[src/rtl/contador_pkg.sv]
// Shared types and helpers for the up/down modular counter family.
package contador_pkg;

    typedef enum logic {S_RUN, S_DONE} cnt_state_t;

    // Terminal when counting up and at/above limit, or counting down and at zero.
    function automatic logic term_cond(input logic up, input logic at_or_above_limit,
                                       input logic at_zero);
        return up ? at_or_above_limit : at_zero;
    endfunction

endpackage

[src/rtl/contador_next_val.sv]
// Combinational next-value logic: step, wrap target and terminal detection.
module contador_next_val
    import contador_pkg::*;
#(
    parameter int unsigned N = 8
) (
    input  logic [N-1:0] count,
    input  logic [N-1:0] limit,
    input  logic         up,
    input  logic         one_shot,
    output logic [N-1:0] next_count,
    output logic         is_terminal,
    output logic         do_wrap
);

    always_comb begin
        is_terminal = term_cond(up, count >= limit, count == '0);
        do_wrap     = is_terminal & ~one_shot;
        next_count  = count;
        if (!is_terminal) begin
            next_count = up ? count + N'(1) : count - N'(1);
        end else if (!one_shot) begin
            next_count = up ? '0 : limit;
        end
    end

endmodule

[src/rtl/contador_updown_modular.sv]
// Up/down counter over 0..limit with synchronous clamped load, wrap or one-shot terminal.
module contador_updown_modular
    import contador_pkg::*;
#(
    parameter int unsigned N = 8
) (
    input  logic         clk,
    input  logic         rst,
    input  logic         en,
    input  logic         up,
    input  logic         load,
    input  logic [N-1:0] load_val,
    input  logic [N-1:0] limit,
    input  logic         one_shot,
    output logic [N-1:0] count,
    output logic         wrap,
    output logic         done
);

    cnt_state_t   state;
    logic [N-1:0] next_count;
    logic [N-1:0] load_clamped;
    logic         is_terminal;
    logic         do_wrap;

    contador_next_val #(.N(N)) u_next (
        .count       (count),
        .limit       (limit),
        .up          (up),
        .one_shot    (one_shot),
        .next_count  (next_count),
        .is_terminal (is_terminal),
        .do_wrap     (do_wrap)
    );

    always_comb begin
        load_clamped = (load_val > limit) ? limit : load_val;
    end

    always_ff @(posedge clk or posedge rst) begin
        if (rst) begin
            count <= '0;
            wrap  <= 1'b0;
            done  <= 1'b0;
            state <= S_RUN;
        end else if (load) begin
            count <= load_clamped;
            wrap  <= 1'b0;
            done  <= 1'b0;
            state <= S_RUN;
        end else begin
            case (state)
                S_RUN: begin
                    if (en) begin
                        // next_count already holds the value on a one-shot terminal edge
                        count <= next_count;
                        wrap  <= do_wrap;
                        if (is_terminal && one_shot) begin
                            state <= S_DONE;
                            done  <= 1'b1;
                        end
                    end else begin
                        wrap <= 1'b0;
                    end
                end
                S_DONE: begin
                    wrap <= 1'b0;
                    done <= 1'b1;
                end
                default: state <= S_RUN;
            endcase
        end
    end

endmodule

[config.mk]
export PLATFORM = sky130hd
export DESIGN_NAME = contador_updown_modular
export DESIGN_NICKNAME = d
export VERILOG_FILES = /design/src/rtl/contador_pkg.sv /design/src/rtl/contador_next_val.sv /design/src/rtl/contador_updown_modular.sv
export SDC_FILE = /design/constraint.sdc
export NUM_CORES = 1
export LEC_CHECK = 0
export CORE_MARGIN = 2
export CORE_UTILIZATION = 55
export CTS_CLUSTER_SIZE = 28
export DETAILED_ROUTE_END_ITERATION = 10
export PLACE_DENSITY = 0.95
export SLEW_MARGIN = 15
export SYNTH_ARGS = -nofsm -noshare
export SYNTH_HDL_FRONTEND = slang
export SYNTH_SLANG_ARGS = --single-unit
[constraint.sdc]
create_clock -name clk -period 5.27 [get_ports clk]
set_input_delay 0.7905 -clock clk [delete_from_list [all_inputs] [get_ports clk]]
set_output_delay 0.7905 -clock clk [all_outputs]
set_load 0.02 [all_outputs]
# Yosys cells after proc, flatten, opt, wreduce, memory -nomap -nowiden
# Index checks and enable logic that the tools add are counted.
# Widths: inputs -> output; s select.
[totals] wordCells=40 register_bits=11 in_bits=22 output_inout_bits=10
[classes] eq_ne=4 n_addsub=2 n_mux=20 bitwise=3 n_reduce_logical=5 magnitude_cmp=2
[ops] cell="$mux 8" count=8
[ops] cell="$mux 1" count=10
[ops] cell="$ne 3x3->1 const B" count=3
[ops] cell="$add 8x1->8 const B" count=1
[ops] cell="$ge 8x8->1" count=1
[ops] cell="$gt 8x8->1" count=1
[ops] cell="$logic_not 8->1" count=1
[ops] cell="$sub 8x1->8 const B" count=1
[ops] cell="$pmux 1 s2" count=2
[ops] cell="$reduce_and 3->1" count=1
[ops] cell="$ne 2x2->1 const B" count=1
[ops] cell="$not 1->1" count=2
[ops] cell="$reduce_and 2->1" count=1
[ops] cell="$reduce_bool 2->1" count=1
[ops] cell="$and 1x1->1" count=1
[ops] cell="$logic_and 1x1->1" count=1

# Longest topological paths before layout
[logic_depth] ltp_word=7 mapped_depth=9 mapped_depth_nobuf=8

# Cells and area by module
# A second synthesis with hierarchy kept.
[hier_totals] cells_unflattened=230 area_unflattened_um2=1825.5
[modules_own_cells] module="contador_updown_modular" n_inst=1 cells_per_inst=130 area_each_um2=1063.5 seq_area_each_um2=275.3
[modules_own_cells] module="contador_next_val" n_inst=1 cells_per_inst=100 area_each_um2=762.0 seq_area_each_um2=0.0

# Worst setup path before layout
# OpenSTA, ideal clock, no wires.
[synth_path] kind="input to register" from="input port limit[2]" to="register count[6]" n_path_buf=0 path_slack_ns=2.627 path_stages=8 t_required_ns=5.144 setup_ns=0.126 arrival_time_ns=2.517 path_cell_list="inv_1 ha_1 a21o_1 a221o_1 a21oi_2 a31oi_4 mux2_4 a221o_1"
[synth_via] elab_chain_len=6 word_cells_on_any_way=10 classes_between="order compare: 2; eq/ne: 1; mux: 6; reduce/logical: 1"
[synth_rtl] item="start: declaration" line="contador_updown_modular.sv:13" rtl="input logic [N-1:0] limit,"
[synth_rtl] item="$ge 8x8->1" line="contador_next_val.sv:17" rtl="is_terminal = term_cond(up, count >= limit, count == '0);"
[synth_rtl] item="$mux 1" line="contador_pkg.sv:9" rtl="return up ? at_or_above_limit : at_zero;"
[synth_rtl] item="$mux 8" line="contador_next_val.sv:20" rtl="if (!is_terminal) begin"
[synth_rtl] item="$mux 8" line="contador_updown_modular.sv:54" rtl="if (en) begin"
[synth_rtl] item="$mux 8" line="contador_updown_modular.sv:52" rtl="case (state)"
[synth_rtl] item="$mux 8" line="contador_updown_modular.sv:46" rtl="end else if (load) begin"
[synth_rtl] item="end signal: assignment" line="contador_updown_modular.sv:47" rtl="count <= load_clamped;"
[synth_rtl] item="end signal: assignment" line="contador_updown_modular.sv:56" rtl="count <= next_count;"
[synth_rtl] item="end: declaration" line="contador_updown_modular.sv:15" rtl="output logic [N-1:0] count,"
# Several ways; a longest one is shown, not always the timed one. The select of a mux whose other input is x is not followed.
# A chain may end at the register's enable or synchronous reset.

# Worst setup path after layout
[layout_path] from="input port limit[3]" to="register count[1]"
# Same word-level chain as after synthesis.

==> run metrics <==
outcome=completed; r2r setup slk=between 2000 and 3000 ps; skew final=between 5 and 6 ps; DP Area=1760 um^2; total number of vias=1437; hpwl dp=3.08 mm; router iterations before antenna repair=4; Distinct cells, synth=40; Synth Instances=around 160; EDFF count, synth=0; Place WS=about 1900 ps; Finish-stage setup viols=0; Slew HR=0.567; Primary FF master, synth=dfrtp_1; n_diodes=0; Placer Congestion=0.870; htree depth=1; Pleak=approximately 0.00081 uW; IO Port Bufs=31; I/O pin count=32; Max Fclk=about 320 MHz; layout net count=235; VDD IR max=around 0.00016 V; initial antenna violation count=0; Async SR Flop Fraction=1.00; setup TNS=0 ps; register clock-pin slew on the reported worst setup and hold paths=70 ps; post-CTS setup repair buffer count=0; TritonCTS clock tree=yes; Max clock buf depth=2; Mapped Nets=about 200; minimum clock period=between 3000 and 4000 ps; vias in the first global route=~1400; Sequential cell area=275 um^2; Rows=18; Post-CTS Hold Buffers=0; final std cells w/o fill=219; Cell Area, Synth=1430 um^2; fin area=roughly 1800 um^2; worst path required time=approximately 5400 ps; Synth Register Bits=11; GRT Residual Overflow=0; actual slew at the worst max-slew pin=roughly 650 ps; Final Cycle Share=0.598; Placed Cells=roughly 220; CTS Root Cell=clkbuf_4; final worst slack=about 2100 ps; Starting DRT DRC Count=between 60 and 70; die height=55.0 um; area of the multi-input gates=about 1100 um^2; Max Slew Vio Count=0; critical path arrival=about 3300 ps; power density over the cells=approximately 280 nW/um^2; worst-path fanout max=15; crit path capture type=flip-flop; MaxCap Viol Count=0; largest net degree at the start of global routing=20; Antenna Nets Post-Route=0; worst hold path class=flip-flop to flip-flop; share of cells above drive strength 1=0.0635; initial core utilization=0.578; TritonCTS buffer count=3; final WL=approximately 3.9 mm; die width=about 55 um; clk_lat worst skew=between 200 and 300 ps; Via density=between 6 and 7; post-CTS sizing=0; core area=2480 um^2; startpoint class of the critical path=primary input; WL per Instance=between 15 and 20 um; CP Class=primary input to flip-flop; drt drc=0; Ys Warns=0; first-pass GRT wire length=6.22 mm; die area=between 3000 and 4000 um^2; CTS Sinks=11; Fin. Hold Viols=0; Total GRT Usage=0.284; Fillers=~190; syn_area_per_cell=9.01 um^2; area delta synth->final=24.5%; sequential share of the synthesized area=0.192; unrepaired setup endpoints after global routing=false
## synth_stat cells, types with 2 or more instances
master / n / area share
nand3_1: 2 / 0.0070
a21o_1: 7 / 0.037
nand2b_1: 2 / 0.0087
inv_1: 14 / 0.037
clkbuf_1: 4 / 0.010
dfrtp_1: 11 / 0.19
mux2i_1: 11 / 0.077
a221o_1: 3 / 0.021
a22oi_1: 2 / 0.010
o21ai_1: 2 / 0.0070
a21oi_2: 2 / 0.012
a211oi_1: 10 / 0.052
xor2_1: 5 / 0.031
o211ai_1: 2 / 0.010
nor3b_1: 3 / 0.016
and3_1: 2 / 0.0087
nor3_1: 4 / 0.014
a221oi_1: 2 / 0.012
nand2_1: 6 / 0.016
o32ai_1: 2 / 0.012
ha_1: 22 / 0.19
a31oi_1: 2 / 0.0087
o21ai_0: 4 / 0.014
a21oi_1: 15 / 0.052
nor2_1: 5 / 0.013
## state kept, by name, summed over array words and instances, names as in the netlist
name and flops:
count 8, done 1, state 1, wrap 1
## final cells by class
| type | instances | share of cell area |
|---|---|---|
| clock buffer | 4 | 0.0147 |
| sequential | 11 | 0.154 |
| timing repair buffer | 31 | 0.174 |
| inverter | 14 | 0.0295 |
| multi-input combinational | 129 | 0.607 |
| tap | 30 | 0.0210 |
## power breakdown
group / switching, uW / leakage, uW / total (uW) / internal [uW]
sequential: 29.1 / 0.000133 / 129 / 100
combinational: 169 / 0.000666 / 315 / 145
clock: 32.6 / 0.0000150 / 62.0 / 29.5
total: 231 / 0.000814 / 506 / 275
## final timing paths
path	from	endpoint	depth (start not counted)
setup / recovery	limit[3]	count[1]	9
hold / removal	state	state	2
setup reg to reg	count[0]	count[1]	8
hold reg to reg	state	state	2
max in group asynchronous	rst	done	2
min in group asynchronous	rst	count[0]	2
## worst max-delay path, stage by stage
cell,delay (ps)
clkdlybuf4s50_1,530
inv_1,90
ha_1,310
o211ai_1,90
o21a_1,230
a211oi_4,610
a21oi_2,230
o32ai_1,330
a21oi_1,70
## placed cells by master, fill, tap and decap left out, drive strengths merged, types with 2 or more instances in the layout
cell type / count
inv: 14
nand3: 2
nand2b: 2
clkdlybuf4s50: 31
ha: 22
a22oi: 2
a21oi: 17
o21ai: 6
a31oi: 3
a21o: 7
xor2: 5
nor3b: 3
a221o: 3
a211oi: 11
dfrtp: 11
clkbuf: 4
nor2: 6
and3: 3
o32ai: 2
nor3: 4
nand2: 6
nor4: 2
mux2i: 11
o211ai: 2
a221oi: 2
## cell families (layout without fill, tap and decap cells)
kind of cell	count (synthesis)	count (layout)	synth area share
flops	11	11	0.192
xor+xnor	6	6	0.0367
buf+inv	19	49	0.0524
fa+ha+maj	23	23	0.206
simple gates	29	29	0.122
compound gates	59	59	0.303
mux	12	12	0.0873
## routing by layer
metal / vias up / GRT usage / wire, um
met5: - / 0 / 0
met4: 0 / 0.134 / 80
met3: 9 / 0.0215 / 206
met2: 62 / 0.498 / 1990
met1: 690 / 0.351 / 1590
li1: 676 / - / -
## per-stage QoR
stage / util / power, uW / hold WS [ps]
6_report: 0.720 / 506 / 521
5_1_grt: 0.720 / 545 / 568
4_1_cts: 0.720 / 501 / 527
3_5_place_dp: 0.710 / 439 / 512
3_3_place_gp: 0.710 / 424 / 490
2_1_floorplan: - / 338 / 465
Note: power is estimated with default switching activity, not from simulation.
==> RTL change: new RTL, config.mk and constraints unchanged <==
`N` is set to 8 in 2 places; all go to 7.
--- a/src/rtl/contador_next_val.sv
+++ b/src/rtl/contador_next_val.sv
@@ -3,5 +3,5 @@
     import contador_pkg::*;
 #(
-    parameter int unsigned N = 8
+    parameter int unsigned N = 7
 ) (
     input  logic [N-1:0] count,
--- a/src/rtl/contador_updown_modular.sv
+++ b/src/rtl/contador_updown_modular.sv
@@ -3,5 +3,5 @@
     import contador_pkg::*;
 #(
-    parameter int unsigned N = 8
+    parameter int unsigned N = 7
 ) (
     input  logic         clk,
Ports: changed (resized count, limit and load_val); port bits go from 32 to 29. The function was not compared with the original's and may differ.
==> RTL change against the original RTL <==
Final cell count decreased by 5.9%; setup slack got worse by 0.32 ns; sequential cell count decreased by 1; wire length decreased by 13%; clock skew decreased by 0.0030 ns; synthesized area decreased by 10%; power decreased by 3.4%; design area decreased by 10%; maximum frequency decreased by 9.2%; register-to-register slack got worse by 0.04 ns; sequential share of layout area increased by 0.18 points; critical endpoint is now count[6]; largest cell class unchanged.
==> RTL change: results (changes against the original RTL) <==
| Metric | Value |
|---|---|
| Register area share after synthesis | 0.195 (+0.00241) |
| Largest cells by area after synthesis | dfrtp_1 19%, ha_1 18%, a21oi_1 5.1% |
| Via/cell ratio | 6.32 (-3.8%) |
| Worst r2r src | count[0] |
| Met2 global-route usage | 0.481 (-0.0168) |
| DRT iter0 DRCs | 41 (-38%) |
| Sw frac | 0.430 (-0.0262) |
| Synth unique cells | 48 (+20%) |
| Final setup viols | 0 (unchanged) |
| Worst skew pair latency | 0.27 ns (-0.02 ns) |
| WP data arrival | 3.65 ns (+0.36 ns) |
| Hold Crit Start | done |
| Worst-path fanout max | 10 (-5) |
| Vias in the first global route | 1260 (-10%) |
| Nets | 219 (-6.8%) |
| Drt wl/cell | 16.3 um (-7.7%) |
| Status | completed |
| GPL Wtd Cong | 0.924 (+6.2%) |
| Flop2flop setup slack | 2.65 ns (-0.04 ns) |
| Slew at the pin closest to its max-slew limit | 0.736 ns (+0.0882 ns) |
| Worst hold slack | 0.517 ns (-0.00440 ns) |
| Mapped Nets | 190 (-6.9%) |
| Crit-path slowest cell | clkdlybuf4s50_1 |
| Reg2reg end | count[4] |
| First-pass GRT wire length | 5620 um (-9.7%) |
| Commonest cells in the netlist | 19 x ha_1, 15 x nor2_1, 14 x inv_1 |
| Largest net degree at the start of global routing | 12 (-40%) |
| Hold Path Depth | 2 (unchanged) |
| Crit path from | up |
| Reg with most FFs | count |
| Gate Count Post-Synth | 150 (-5.7%) |
| Routed wire length | 3350 um (-13%) |
| Worst VDD drop | 203 uV (+31%) |
| Met1 Use GR | 0.349 (-0.00239) |
| GRT Util Overall | 0.277 (-0.00691) |
| GRT met3 Usage | 0.0171 (-0.00436) |
| CP peak stage delay | 0.68 ns (+0.07 ns) |
| Layout cell share with drive strength beyond 1 | 0.0955 (+0.0320) |
| Dpl cells | 202 (-6.0%) |
| DP HPWL | 2740 um (-11%) |
| R2r worst-path depth | 8 (unchanged) |
| Worst Skew | 0.00277 ns (-0.00305 ns) |
| Static Leak | 0.686 nW (-16%) |
| # Post-CTS Setup Buffers | 0 (unchanged) |
| Port bufs | 28 (-9.7%) |
| Fill cells | 176 (-5.4%) |
| Hold endpoint | done |
| Max reg flops | 7 (-1) |
==> RTL change: cell types whose count changed in the layout (fill, tap and decap cells not counted), sizes merged, moves of 4 or more <==
cell    delta
o21ai      +7
xor2       -4
mux2i      -9
nor2      +11
a21o       -6
a211oi     -6
==> RTL change: layout make-up <==
class                           count  area (sq um)  share of cell area
Multi-Input combinational cell    122           948               0.592
Inverter                           14          52.6              0.0328
Sequential cell                    10           250               0.156
Timing Repair Buffer               28           280               0.175
Tap cell                           28          35.0              0.0219
Clock buffer                        4          36.3              0.0226
==> RTL change: layer usage <==
| layer | vias up | wire length (um) |
|---|---|---|
| li1 | 623 | - |
| met1 | 607 | 1410 |
| met2 | 62 | 1680 |
| met3 | 9 | 172 |
| met4 | 0 | 84 |
| met5 | - | 0 |
==> RTL change: how the worst max path moves through the flow <==
stage / slack [ns] / cells past startpoint / end
6_report: 1.80 / 9 / count[6]
3_5_place_dp: 1.69 / 9 / count[6]
2_1_floorplan: 2.51 / 9 / count[6]
4_1_cts: 1.84 / 9 / count[6]
3_3_place_gp: 1.79 / 9 / count[6]
5_1_grt: 1.65 / 9 / count[4]
==> RTL change: cell families (layout without fill, tap and decap cells) <==
group,Yosys count,after routing,share of synthesized area
flops,10,10,0.195
compound gates,55,55,0.303
mux,3,3,0.0243
simple gates,39,39,0.176
fa+ha+maj,20,20,0.200
buf+inv,18,46,0.0681
xor+xnor,5,5,0.0340
==> RTL change: stage by stage <==
step | setup WS [ns] | power (W) | area, sq um
final | 1.80 | 0.000489 | 1600
after global routing | 1.65 | 0.000525 | 1600
after CTS | 1.84 | 0.000486 | 1600
after detailed placement | 1.69 | 0.000413 | 1570
after global placement | 1.79 | 0.000401 | 1570
after floorplan | 2.51 | 0.000318 | 1290
==> RTL change: power groups by stage <==
stage / clock [W] / combinational (W) / sequential, W
final: 0.0000702 / 0.000295 / 0.000124
after global placement: 0 / 0.000276 / 0.000124
after CTS: 0.0000697 / 0.000292 / 0.000124
after global routing: 0.0000732 / 0.000324 / 0.000128
after floorplan: 0 / 0.000182 / 0.000136
after detailed placement: 0 / 0.000287 / 0.000126
==> RTL change: tightest hold or removal path, delay by kind of cell, from the launching register on <==
family / cells / cell delay (ns)
flops: 1 / 0.37
buf+inv: 1 / 0.06
compound gates: 1 / 0.05
